--- src/rtl/ks_seq_pkg.sv ---
// Shared definitions for the wide add sequencer: slice width and FSM states.
// Optional subtract mode is enabled with the KS_SEQ_SUB_EN macro.
package ks_seq_pkg;

    localparam int WORD_W = 16;

    typedef enum logic [1:0] {
        IDLE  = 2'd0,
        ISSUE = 2'd1,
        WAIT  = 2'd2,
        DONE  = 2'd3
    } state_e;

endpackage

--- src/rtl/ks_seq_slice_mux.sv ---
// Selects one WORD_W slice from a packed multi-word vector (combinational).
// With KS_SEQ_SUB_EN defined, an extra inv_i input returns the inverted slice.
module ks_seq_slice_mux
    import ks_seq_pkg::*;
#(
    parameter int NWORDS = 4,
    parameter int IDX_W  = $clog2(NWORDS)
) (
    input  logic [WORD_W*NWORDS-1:0] vec_i,
    input  logic [IDX_W-1:0]         idx_i,
`ifdef KS_SEQ_SUB_EN
    input  logic                     inv_i,
`endif
    output logic [WORD_W-1:0]        slice_o
);

    logic [WORD_W-1:0] raw;

    // Compare against each legal index so a non-power-of-two NWORDS never
    // produces an out-of-range part-select.
    always_comb begin
        raw = '0;
        for (int i = 0; i < NWORDS; i++) begin
            if (idx_i == IDX_W'(i)) begin
                raw = vec_i[WORD_W*i +: WORD_W];
            end
        end
    end

`ifdef KS_SEQ_SUB_EN
    assign slice_o = inv_i ? ~raw : raw;
`else
    assign slice_o = raw;
`endif

endmodule

--- src/rtl/ks_wide_add_seq.sv ---
// Chains NWORDS slices through one shared, pipelined 16-bit adder, LSB slice first.
// Optional A-B mode (IN_SUB port) is enabled with the KS_SEQ_SUB_EN macro.
module ks_wide_add_seq
    import ks_seq_pkg::*;
#(
    parameter int NWORDS  = 4,
    parameter int ADD_LAT = 2
) (
    input  logic                     CLK,
    input  logic                     RST_N,
    input  logic                     IN_VALID,
    output logic                     IN_READY,
    input  logic [WORD_W*NWORDS-1:0] IN_A,
    input  logic [WORD_W*NWORDS-1:0] IN_B,
    input  logic                     IN_CIN,
`ifdef KS_SEQ_SUB_EN
    input  logic                     IN_SUB,
`endif
    output logic                     OUT_VALID,
    input  logic                     OUT_READY,
    output logic [WORD_W*NWORDS-1:0] OUT_SUM,
    output logic                     OUT_COUT,
    output logic [WORD_W-1:0]        ADD_A,
    output logic [WORD_W-1:0]        ADD_B,
    output logic                     ADD_CIN,
    input  logic [WORD_W-1:0]        ADD_SUM,
    input  logic                     ADD_COUT
);

    localparam int DW    = WORD_W * NWORDS;
    localparam int IDX_W = $clog2(NWORDS);
    localparam int CNT_W = (ADD_LAT > 1) ? $clog2(ADD_LAT) : 1;

    localparam logic [IDX_W-1:0] LAST_IDX = IDX_W'(NWORDS - 1);
    localparam logic [CNT_W-1:0] CNT_LOAD = CNT_W'(ADD_LAT - 1);

    state_e            state_q, state_d;
    logic [IDX_W-1:0]  idx_q, idx_d;
    logic [CNT_W-1:0]  cnt_q, cnt_d;
    logic              carry_q, carry_d;
    logic [DW-1:0]     a_q, a_d;
    logic [DW-1:0]     b_q, b_d;
    logic [DW-1:0]     sum_q, sum_d;
    logic [WORD_W-1:0] a_slice, b_slice;
    logic              issue;
`ifdef KS_SEQ_SUB_EN
    logic              sub_q, sub_d;
`endif

    always_ff @(posedge CLK or negedge RST_N) begin
        if (!RST_N) begin
            state_q <= IDLE;
            idx_q   <= '0;
            cnt_q   <= '0;
            carry_q <= 1'b0;
            a_q     <= '0;
            b_q     <= '0;
            sum_q   <= '0;
`ifdef KS_SEQ_SUB_EN
            sub_q   <= 1'b0;
`endif
        end else begin
            state_q <= state_d;
            idx_q   <= idx_d;
            cnt_q   <= cnt_d;
            carry_q <= carry_d;
            a_q     <= a_d;
            b_q     <= b_d;
            sum_q   <= sum_d;
`ifdef KS_SEQ_SUB_EN
            sub_q   <= sub_d;
`endif
        end
    end

    always_comb begin
        state_d = state_q;
        idx_d   = idx_q;
        cnt_d   = cnt_q;
        carry_d = carry_q;
        a_d     = a_q;
        b_d     = b_q;
        sum_d   = sum_q;
`ifdef KS_SEQ_SUB_EN
        sub_d   = sub_q;
`endif
        case (state_q)
            IDLE: begin
                if (IN_VALID) begin
                    a_d     = IN_A;
                    b_d     = IN_B;
                    idx_d   = '0;
                    state_d = ISSUE;
`ifdef KS_SEQ_SUB_EN
                    // Two's-complement subtract: A + ~B + 1.
                    sub_d   = IN_SUB;
                    carry_d = IN_SUB ? 1'b1 : IN_CIN;
`else
                    carry_d = IN_CIN;
`endif
                end
            end
            ISSUE: begin
                cnt_d   = CNT_LOAD;
                state_d = WAIT;
            end
            WAIT: begin
                if (cnt_q == '0) begin
                    for (int i = 0; i < NWORDS; i++) begin
                        if (idx_q == IDX_W'(i)) begin
                            sum_d[WORD_W*i +: WORD_W] = ADD_SUM;
                        end
                    end
                    carry_d = ADD_COUT;
                    if (idx_q == LAST_IDX) begin
                        state_d = DONE;
                    end else begin
                        idx_d   = idx_q + 1'b1;
                        state_d = ISSUE;
                    end
                end else begin
                    cnt_d = cnt_q - 1'b1;
                end
            end
            DONE: begin
                if (OUT_READY) begin
                    state_d = IDLE;
                end
            end
            default: state_d = IDLE;
        endcase
    end

    ks_seq_slice_mux #(
        .NWORDS (NWORDS),
        .IDX_W  (IDX_W)
    ) u_mux_a (
        .vec_i   (a_q),
        .idx_i   (idx_q),
`ifdef KS_SEQ_SUB_EN
        .inv_i   (1'b0),
`endif
        .slice_o (a_slice)
    );

    ks_seq_slice_mux #(
        .NWORDS (NWORDS),
        .IDX_W  (IDX_W)
    ) u_mux_b (
        .vec_i   (b_q),
        .idx_i   (idx_q),
`ifdef KS_SEQ_SUB_EN
        .inv_i   (sub_q),
`endif
        .slice_o (b_slice)
    );

    // Adder port is quiet outside the single issue cycle of each slice.
    assign issue     = (state_q == ISSUE);
    assign ADD_A     = issue ? a_slice : '0;
    assign ADD_B     = issue ? b_slice : '0;
    assign ADD_CIN   = issue & carry_q;

    assign IN_READY  = (state_q == IDLE);
    assign OUT_VALID = (state_q == DONE);
    assign OUT_SUM   = sum_q;
    assign OUT_COUT  = carry_q;

endmodule

--- config.mk ---
export PLATFORM = sky130hd
export DESIGN_NAME = ks_wide_add_seq
export DESIGN_NICKNAME = d
export VERILOG_FILES = /design/src/rtl/ks_seq_pkg.sv /design/src/rtl/ks_seq_slice_mux.sv /design/src/rtl/ks_wide_add_seq.sv
export SDC_FILE = /design/constraint.sdc
export NUM_CORES = 1
export LEC_CHECK = 0
export ABC_CLOCK_PERIOD_IN_PS = 5000
export CAP_MARGIN = 30
export CORE_AREA = 2 2 133 168
export CTS_CLUSTER_DIAMETER = 80
export DETAILED_ROUTE_END_ITERATION = 16
export DIE_AREA = 0 0 135 170
export PLACE_DENSITY = 0.7
export SLEW_MARGIN = 20
export SYNTH_ARGS = -nofsm -noshare
export SYNTH_HDL_FRONTEND = slang
export SYNTH_SLANG_ARGS = --single-unit
export TNS_END_PERCENT = 50
--- constraint.sdc ---
create_clock -name CLK -period 5 [get_ports CLK]
set_input_delay 0.5 -clock CLK [delete_from_list [all_inputs] [get_ports CLK]]
set_output_delay 0.5 -clock CLK [all_outputs]
set_load 0.05 [all_outputs]
Word level (Yosys, flattened, before mapping)

Index checks and enable logic that the tools add are counted.
W data, S select, Z words.

Register bits after elaboration: 198
Output and inout port bits: 100

Add/sub/neg operators: 2
Equal/unequal tests: 10
Muxes and demuxes: 24
Bitwise gates (word level): 2
Reduce and logical (&&, ||, !) cells: 12

Operators with widths:

| operator              | count |
|---|---|
| $mux W16              | 10 |
| $reduce_and A3 Y1     | 6 |
| $mux W2               | 7 |
| $eq A2 B2 Y1 const B  | 4 |
| $pmux W2 S4           | 1 |
| $ne A2 B2 Y1 const B  | 3 |
| $eq A2 B1 Y1 const B  | 2 |
| $logic_not A2 Y1      | 2 |
| $pmux W1 S2           | 2 |
| $pmux W2 S2           | 1 |
| $reduce_and A4 Y1     | 1 |
| $reduce_bool A2 Y1    | 2 |
| $mux W1               | 3 |
| $add A2 B1 Y2 const B | 1 |
| $ne A2 B1 Y1 const B  | 1 |
| $reduce_and A2 Y1     | 1 |
| $and A1 B1 Y1         | 1 |
| $not A1 Y1            | 1 |
| $sub A1 B1 Y1 const B | 1 |

Longest topological paths before layout

Gate-level depths: netlist (run 1).

Depth after elaboration: 6
Mapped depth: 7
Depth with buffers taken out: 5

Modules after synthesis

From an unflattened synthesis (run 1), not the netlist that was laid out.

Cell total of the unflattened synthesis: 525
Area total of the unflattened synthesis: 8780.9 um^2

Modules (own cells, without submodules):

| module           | instances | cells an instance | area each (um^2) | sequential area each (um^2) |
|---|---|---|---|---|
| ks_wide_add_seq  | 1         | 485               | 7932.6           | 4954.8 |
| ks_seq_slice_mux | 2         | 20                | 424.2            | 0.0 |

Worst setup path before layout (run 1)

OpenSTA, ideal clock, no wires.

Kind: register -> output
From: reg idx_q[0]
To: out ADD_B[0]
Arrival: 2.384 ns
Data required time: 4.500 ns
Slack: 2.116 ns
Cell stages (with the launch flop): 7
Cell sequence: dfrtp_1 > ha_1 > clkbuf_2 > nor2b_1 > clkbuf_1 > o21ai_0 > o21ai_0

Longest elaborated chain between the ends: 6

Ends and longest elaborated chain:

| element                | line                   | text |
|---|---|---|
| start, declared        | ks_wide_add_seq.sv:38  | `logic [IDX_W-1:0] idx_q, idx_d;` |
| start signal, assigned | ks_wide_add_seq.sv:64  | `idx_q <= idx_d;` |
| $logic_not A2 Y1       | ks_seq_slice_mux.sv:24 | `if (idx_i == IDX_W'(i)) begin` |
| $mux W16 (3 in series) | ks_seq_slice_mux.sv:24 |  |
| $mux W16 (*)           | ks_seq_slice_mux.sv:24 |  |
| $mux W16 (*)           | ks_wide_add_seq.sv:161 | `assign ADD_B = issue ? b_slice : '0;` |
| end, declared          | ks_wide_add_seq.sv:24  | `output logic [WORD_W-1:0] ADD_B,` |

Mark *: on every way between the ends. The rest lies on a longest branch, timed or not.

Worst setup path after layout (run 1)

From: reg idx_q[1]
To: out ADD_A[15]

Longest elaborated chain between the ends: 6

Ends and longest elaborated chain:

| element                | line                   | text |
|---|---|---|
| $logic_not A2 Y1       | ks_seq_slice_mux.sv:24 |  |
| $mux W16 (3 in series) | ks_seq_slice_mux.sv:24 |  |
| $mux W16 (*)           | ks_seq_slice_mux.sv:24 |  |
| $mux W16 (*)           | ks_wide_add_seq.sv:160 | `assign ADD_A = issue ? a_slice : '0;` |
| end, declared          | ks_wide_add_seq.sv:23  | `output logic [WORD_W-1:0] ADD_A,` |

Marks and branches as above.

==> results.py, run 1 <==
metrics = {
    "timing": {
        "fin_crit_sh_pct": 82.9,
        "rsz0062_at_grt": "false",
        "setup_tns_ps": 0,
        "worst_slew_pin_slew_ps": 913,
        "fin_worst_skew_ps": 13.3,
        "finalHoldViolCount": 0,
        "drv_slew": 0,
        "finalSetupViolations": 0,
        "max_freq_mhz": 241,
        "slew_headroom_pct": 39.0,
        "min_period_ps": 4150,
    },
    "cts": {
        "cts_tree": "built",
        "cts_resized": 0,
        "cts-hold-fix-buffers": 0,
        "htreeDepth": 4,
        "worstSkewPairLatency_ps": 430,
        "clock_sinks": 198,
        "cts_root_buffer": "clkbuf_16",
        "clk_pin_slew_ps": 90,
        "postCtsSetupRepairBufs": 0,
        "cts.path.max_buffers": 2,
        "cts_buffers": 17,
    },
    "routing": {
        "vias": 5795,
        "postRouteAntennaNets": 0,
        "drtIter0Drc": 277,
        "drt-total-wl_um": 21700,
        "wire_per_inst_um": 19.1,
        "drtPass1Iterations": 4,
        "drc": 0,
        "drt-vias-per-instance": 5.10,
    },
    "yosys": {
        "synth_most_common_cell": "dfrtp_1",
        "ys.flop_type": "dfrtp_1",
        "ys_types": 33,
        "yosysTopAreaCellShare_pct": 58.7,
        "netlist_area_um2": 8450,
        "synth_cells": 613,
        "yosys-top-cells-count": "dfrtp_1 (198), mux2_2 (180), o21ai_0 (59)",
        "syn_nets": 771,
        "synth-seq-area-share_pct": 58.7,
        "syn_avg_cell_area_um2": 13.8,
        "yosysTopAreaCell": "dfrtp_1",
        "netlist_top_cells_area": "dfrtp_1 (59%), mux2_2 (24%), o21ai_0 (3.5%)",
        "synth_seq_cells": 198,
        "ys_warn_count": 0,
        "synth_edf_count": 0,
        "async_reset_ff_share_pct": 100,
    },
    "power": {
        "vdd_ir_drop_max_mv": 0.421,
        "leakage_nw": 4.81,
        "p_int_w": 0.00476,
        "powerDensity_nw_per_um2": 705,
        "combPwrFrac_pct": 49.6,
        "p_clk_share_pct": 17.0,
        "switching_share_pct": 42.7,
        "p_sw_w": 0.00354,
        "seqPwrFrac_pct": 33.3,
    },
    "floorplan": {
        "io_pins": 250,
        "start_util_pct": 39.6,
        "fp.coreArea_um2": 21300,
        "chipHeight_um": 170,
        "dieArea_um2": 23000,
        "rows": 60,
        "die_x_um": 135,
    },
    "placement": {
        "placed_cell_area_um2": 11200,
        "globalplace.congestion": 0.768,
        "place_hpwl_um": 14700,
        "io_buffers": 249,
    },
    "setup_path": {
        "crit_fanout": 35,
        "r2r-start": "state_q[0]$_DFFE_PN0P_",
        "rrSetupSlack_ps": 2500,
        "start_kind": "flip-flop",
        "cp.arrival_ps": 3650,
        "reg2reg_to": "OUT_SUM[26]$_DFFE_PN0P_",
        "cp.required_ps": 4500,
        "end_kind": "primary output",
        "reg2reg_depth": 5,
        "critPathKind": "flip-flop to primary output",
    },
    "flow_run": {
        "cap_violations": 0,
    },
    "final_layout": {
        "nFillCells": 1847,
        "final_area_um2": 11800,
        "antenna_cells": 0,
        "drive_above_1_share_pct": 26.7,
        "area_growth_pct": 39.4,
        "num-nets-final": 1002,
    },
    "grt": {
        "grt_max_degree": 113,
        "grtUsageTotal_pct": 19.0,
        "grt_pass1_vias": 6134,
        "grt_pass1_wl_um": 33800,
        "grt-ovfl-total": 0,
        "antenna_found_initial": 0,
    },
    "min_path": {
        "hold_path.class": "input port to async pin",
    },
    "outcome": {
        "run_status": "complete, no violations",
    },
}
-- cell families after synthesis --
group / synth area share [%]
AOI/OAI and AO/OA: 7.88
adders and majority gates: 1.19
buffers and inverters: 2.92
DFF: 58.7
muxes: 25.9
and+or+nand+nor: 3.47
-- metrics by stage --
step	worst slack [ps]	cells	hold WS (ps)	util (%)	power, W
global placement	1430	1104	473	52.3	0.00686
detailed placement	1330	1104	482	52.3	0.00693
global route	687	1136	136	55.2	0.00874
CTS	839	1136	124	55.2	0.00837
finish	855	1136	77.7	55.2	0.00830
floorplan	2120	613	204	-	0.00556
-- how the worst max path moves through the flow --
stage                    startpoint         to  cells past startpoint
2_1_floorplan  idx_q[0]$_DFFE_PN0P_   ADD_B[0]                      6
3_3_place_gp   idx_q[1]$_DFFE_PN0P_  ADD_A[15]                      6
3_5_place_dp   idx_q[1]$_DFFE_PN0P_  ADD_A[15]                      6
4_1_cts        idx_q[1]$_DFFE_PN0P_  ADD_A[15]                      6
5_1_grt        idx_q[1]$_DFFE_PN0P_  ADD_A[15]                      6
6_report       idx_q[1]$_DFFE_PN0P_  ADD_A[15]                      6
-- layout make-up --
class | instances | area (µm²) | area share (%)
flip-flops and latches | 198 | 4950 | 42.1
multi-input cells | 366 | 3270 | 27.8
repair buffers | 254 | 2560 | 21.7
clock buffers | 17 | 425 | 3.61
well taps | 279 | 349 | 2.97
clock inverters | 15 | 191 | 1.63
inverters | 7 | 26.3 | 0.223
-- power by group through the flow --
| stage | Combinational, W | Clock [W] | Sequential (W) |
|---|---|---|---|
| detailed placement | 0.00414 | 0 | 0.00280 |
| floorplan | 0.00210 | 0 | 0.00346 |
| global route | 0.00436 | 0.00151 | 0.00287 |
| finish | 0.00412 | 0.00141 | 0.00277 |
| CTS | 0.00416 | 0.00145 | 0.00277 |
| global placement | 0.00410 | 0 | 0.00277 |
-- flip-flops by register name (all words and copies together) (netlist names) --
name      flops
OUT_COUT      1
OUT_SUM      64
a_q          64
b_q          64
cnt_q         1
idx_q         2
state_q       2
-- metal layers --
layer | GRT usage, % | vias to the layer above | routed length (µm)
li1 | - | 2683 | -
met1 | 23.3 | 2918 | 8960
met2 | 32.6 | 178 | 10900
met3 | 6.29 | 16 | 1610
met4 | 4.26 | 0 | 256
met5 | 0 | - | 0
-- placed cells by master (no fill, tap or decap), types with 2 or more instances in the layout --
master / netlist / routed
buf_4: 1 / 3
clkdlybuf4s50_1: 0 / 248
clkinv_4: 0 / 2
mux2i_1: 2 / 2
inv_12: 0 / 2
nand2_1: 36 / 35
nand3_1: 2 / 2
dfrtp_1: 198 / 198
mux2_1: 11 / 11
nand2_4: 4 / 5
ha_1: 8 / 6
o21ai_1: 8 / 8
ha_2: 0 / 2
and2_1: 3 / 3
nand2b_1: 2 / 2
nor2b_1: 5 / 3
buf_12: 0 / 2
mux2_2: 180 / 180
clkbuf_16: 0 / 17
inv_8: 0 / 6
nand4_1: 2 / 2
a221oi_1: 32 / 32
clkinv_8: 0 / 4
o21ai_0: 59 / 59
inv_1: 7 / 6
-- worst max-delay path, cell delays in order (launching register included) --
cell,delay (ps)
dfrtp_1,430
inv_1,100
ha_2,460
nor2b_4,830
a221oi_1,160
o21ai_0,350
clkdlybuf4s50_1,870
Note: power is estimated with default switching activity, not from simulation.
==> run 2: changes to the inputs <==
--- a/config.mk
+++ b/config.mk
@@ -5,7 +5,7 @@
 export SDC_FILE = /design/constraint.sdc
 export NUM_CORES = 1
 export LEC_CHECK = 0
-export ABC_CLOCK_PERIOD_IN_PS = 5000
+export ABC_CLOCK_PERIOD_IN_PS = 4030
 export CAP_MARGIN = 30
 export CORE_AREA = 2 2 133 168
 export CTS_CLUSTER_DIAMETER = 80
==> constraint.sdc (replaced) <==
create_clock -name CLK -period 4.03 [get_ports CLK]
set_input_delay 0.403 -clock CLK [delete_from_list [all_inputs] [get_ports CLK]]
set_output_delay 0.403 -clock CLK [all_outputs]
set_load 0.05 [all_outputs]
==> results.py, run 2 (synthesis gave the netlist of run 1 again) <==
metrics = {
    "outcome": {
        "run_status": "complete, no violations",
    },
    "placement": {
        "globalplace.congestion": 0.775,
        "placed_cells": 1111,
        "place_hpwl_um": 15200,
        "io_buffers": 249,
    },
    "power": {
        "leakage_nw": 4.84,
        "powerDensity_nw_per_um2": 872,
        "power_w": 0.0103,
        "vdd_ir_drop_max_mv": 0.486,
    },
    "final_layout": {
        "final_cell_count_no_fill": 1143,
        "drive_above_1_share_pct": 27.2,
        "seq_area_um2": 4950,
        "area_growth_pct": 39.9,
        "multi_input_area_um2": 3270,
        "final_cell_mix": "clkdlybuf4s50_1 (248), dfrtp_1 (198), mux2_2 (180)",
        "layout.cells.most_common": "clkdlybuf4s50_1",
        "num-nets-final": 1009,
        "fin_util_pct": 55.4,
        "nFillCells": 1841,
        "antenna_cells": 0,
    },
    "routing": {
        "drtIter0Drc": 261,
        "postRouteAntennaNets": 0,
        "drtPass1Iterations": 4,
        "drc": 0,
        "vias": 5875,
        "drt-vias-per-instance": 5.14,
        "drt-total-wl_um": 22100,
        "wire_per_inst_um": 19.3,
    },
    "cts": {
        "cts_buffers": 17,
        "cts-hold-fix-buffers": 0,
        "cts.path.max_buffers": 2,
        "cts_tree": "built",
        "cts_resized": 0,
        "htreeDepth": 4,
        "clock_sinks": 198,
        "postCtsSetupRepairBufs": 0,
        "cts_root_buffer": "clkbuf_16",
        "worstSkewPairLatency_ps": 420,
        "clk_pin_slew_ps": 80,
    },
    "grt": {
        "grt_pass1_vias": 6320,
        "grt-ovfl-total": 0,
        "antenna_found_initial": 0,
        "grt_max_degree": 105,
        "grt_pass1_wl_um": 35000,
        "grtUsageTotal_pct": 19.7,
    },
    "setup_path": {
        "cp.arrival_ps": 3250,
        "crit_slowest_cell": "clkdlybuf4s50_1",
        "path_cells": "inv_1 -> ha_1 -> nor2b_4 -> buf_4 -> a221oi_1 -> o21ai_0 -> clkdlybuf4s50_1",
        "crit_fanout": 21,
        "cp.required_ps": 3630,
        "start_kind": "flip-flop",
        "critPathKind": "flip-flop to primary output",
        "slowest_delay_ps": 850,
        "end_kind": "primary output",
    },
    "floorplan": {
        "chipHeight_um": 170,
        "io_pins": 250,
        "dieArea_um2": 23000,
        "start_util_pct": 39.6,
        "rows": 60,
        "die_x_um": 135,
        "fp.coreArea_um2": 21300,
    },
    "timing": {
        "worst_slew_pin_slew_ps": 885,
        "finalSetupViolations": 0,
        "setup_tns_ps": 0,
        "drv_slew": 0,
        "fin_crit_sh_pct": 90.5,
        "max_freq_mhz": 274,
        "rsz0062_at_grt": "false",
        "slew_headroom_pct": 41.0,
        "min_period_ps": 3650,
        "finalHoldViolCount": 0,
        "fin_worst_skew_ps": 9.75,
        "hold_slack_ps": 50.6,
    },
    "flow_run": {
        "cap_violations": 0,
    },
    "min_path": {
        "hold_path.class": "input port to async pin",
    },
}
==> run 2: cell count changes in the layout (fill, tap and decap cells not counted), sizes merged <==
| cell | delta |
|---|---|
| bufinv | +1 |
| inv | -2 |
| clkinv | +1 |
| buf | +7 |
==> run 2: where the power goes <==
part	switching, W	internal, W	total [W]
registers	0.000495	0.00294	0.00344
logic	0.00301	0.00213	0.00514
clock network	0.000842	0.000895	0.00174
total	0.00434	0.00597	0.0103
==> run 2: through the flow <==
| step | setup slack [ps] | instance area [µm²] |
|---|---|---|
| 4_1_cts | 381 | 11800 |
| 2_1_floorplan | 1240 | 8450 |
| 5_1_grt | 227 | 11800 |
| 3_3_place_gp | 905 | 11200 |
| 3_5_place_dp | 846 | 11200 |
| 6_report | 382 | 11800 |
==> run 2: path summary, 6_finish.rpt <==
path | end | startpoint | slack, ps | depth (start not counted)
worst max-delay path | ADD_B[9] | idx_q[0]$_DFFE_PN0P_ | 380 | 7
worst min-delay path | OUT_SUM[28]$_DFFE_PN0P_ | RST_N | 50 | 1
worst max register to register | b_q[2]$_DFFE_PN0P_ | state_q[0]$_DFFE_PN0P_ | 1570 | 5
worst min register to register | OUT_SUM[54]$_DFFE_PN0P_ | OUT_SUM[54]$_DFFE_PN0P_ | 500 | 1
max in group asynchronous | b_q[42]$_DFFE_PN0P_ | RST_N | 3040 | 2
min in group CLK | OUT_SUM[54]$_DFFE_PN0P_ | OUT_SUM[54]$_DFFE_PN0P_ | 500 | 1
==> run 2: critical path: cells and delay by family (launching register included) <==
family	cells	cell delay, ps
fa+ha+maj	1	260
simple gates	1	390
compound gates	2	380
buf+inv	3	1350
flops	1	440
==> run 2: cell type report <==
type	count	share of cell area, %
clock buffer	17	3.60
sequential	198	41.9
inverter	7	0.222
clock inverter	15	1.56
multi-input combinational	366	27.6
tap	279	2.95
timing repair buffer	261	22.1
==> run 2: layer usage <==
metal	wire, µm	vias up	global-route usage (%)
met2	10700	178	33.0
met5	0	-	0
met3	1520	25	6.23
met1	9480	2969	25.0
li1	-	2703	-
met4	347	0	4.98
==> run 3: changes to the inputs <==
--- a/config.mk
+++ b/config.mk
@@ -12,7 +12,7 @@
 export DETAILED_ROUTE_END_ITERATION = 16
 export DIE_AREA = 0 0 135 170
 export PLACE_DENSITY = 0.7
-export SLEW_MARGIN = 20
+export SLEW_MARGIN = 25
 export SYNTH_ARGS = -nofsm -noshare
 export SYNTH_HDL_FRONTEND = slang
 export SYNTH_SLANG_ARGS = --single-unit
==> results of run 3 <==
No change in the layout: final DEF, timing and power equal those of run 2.
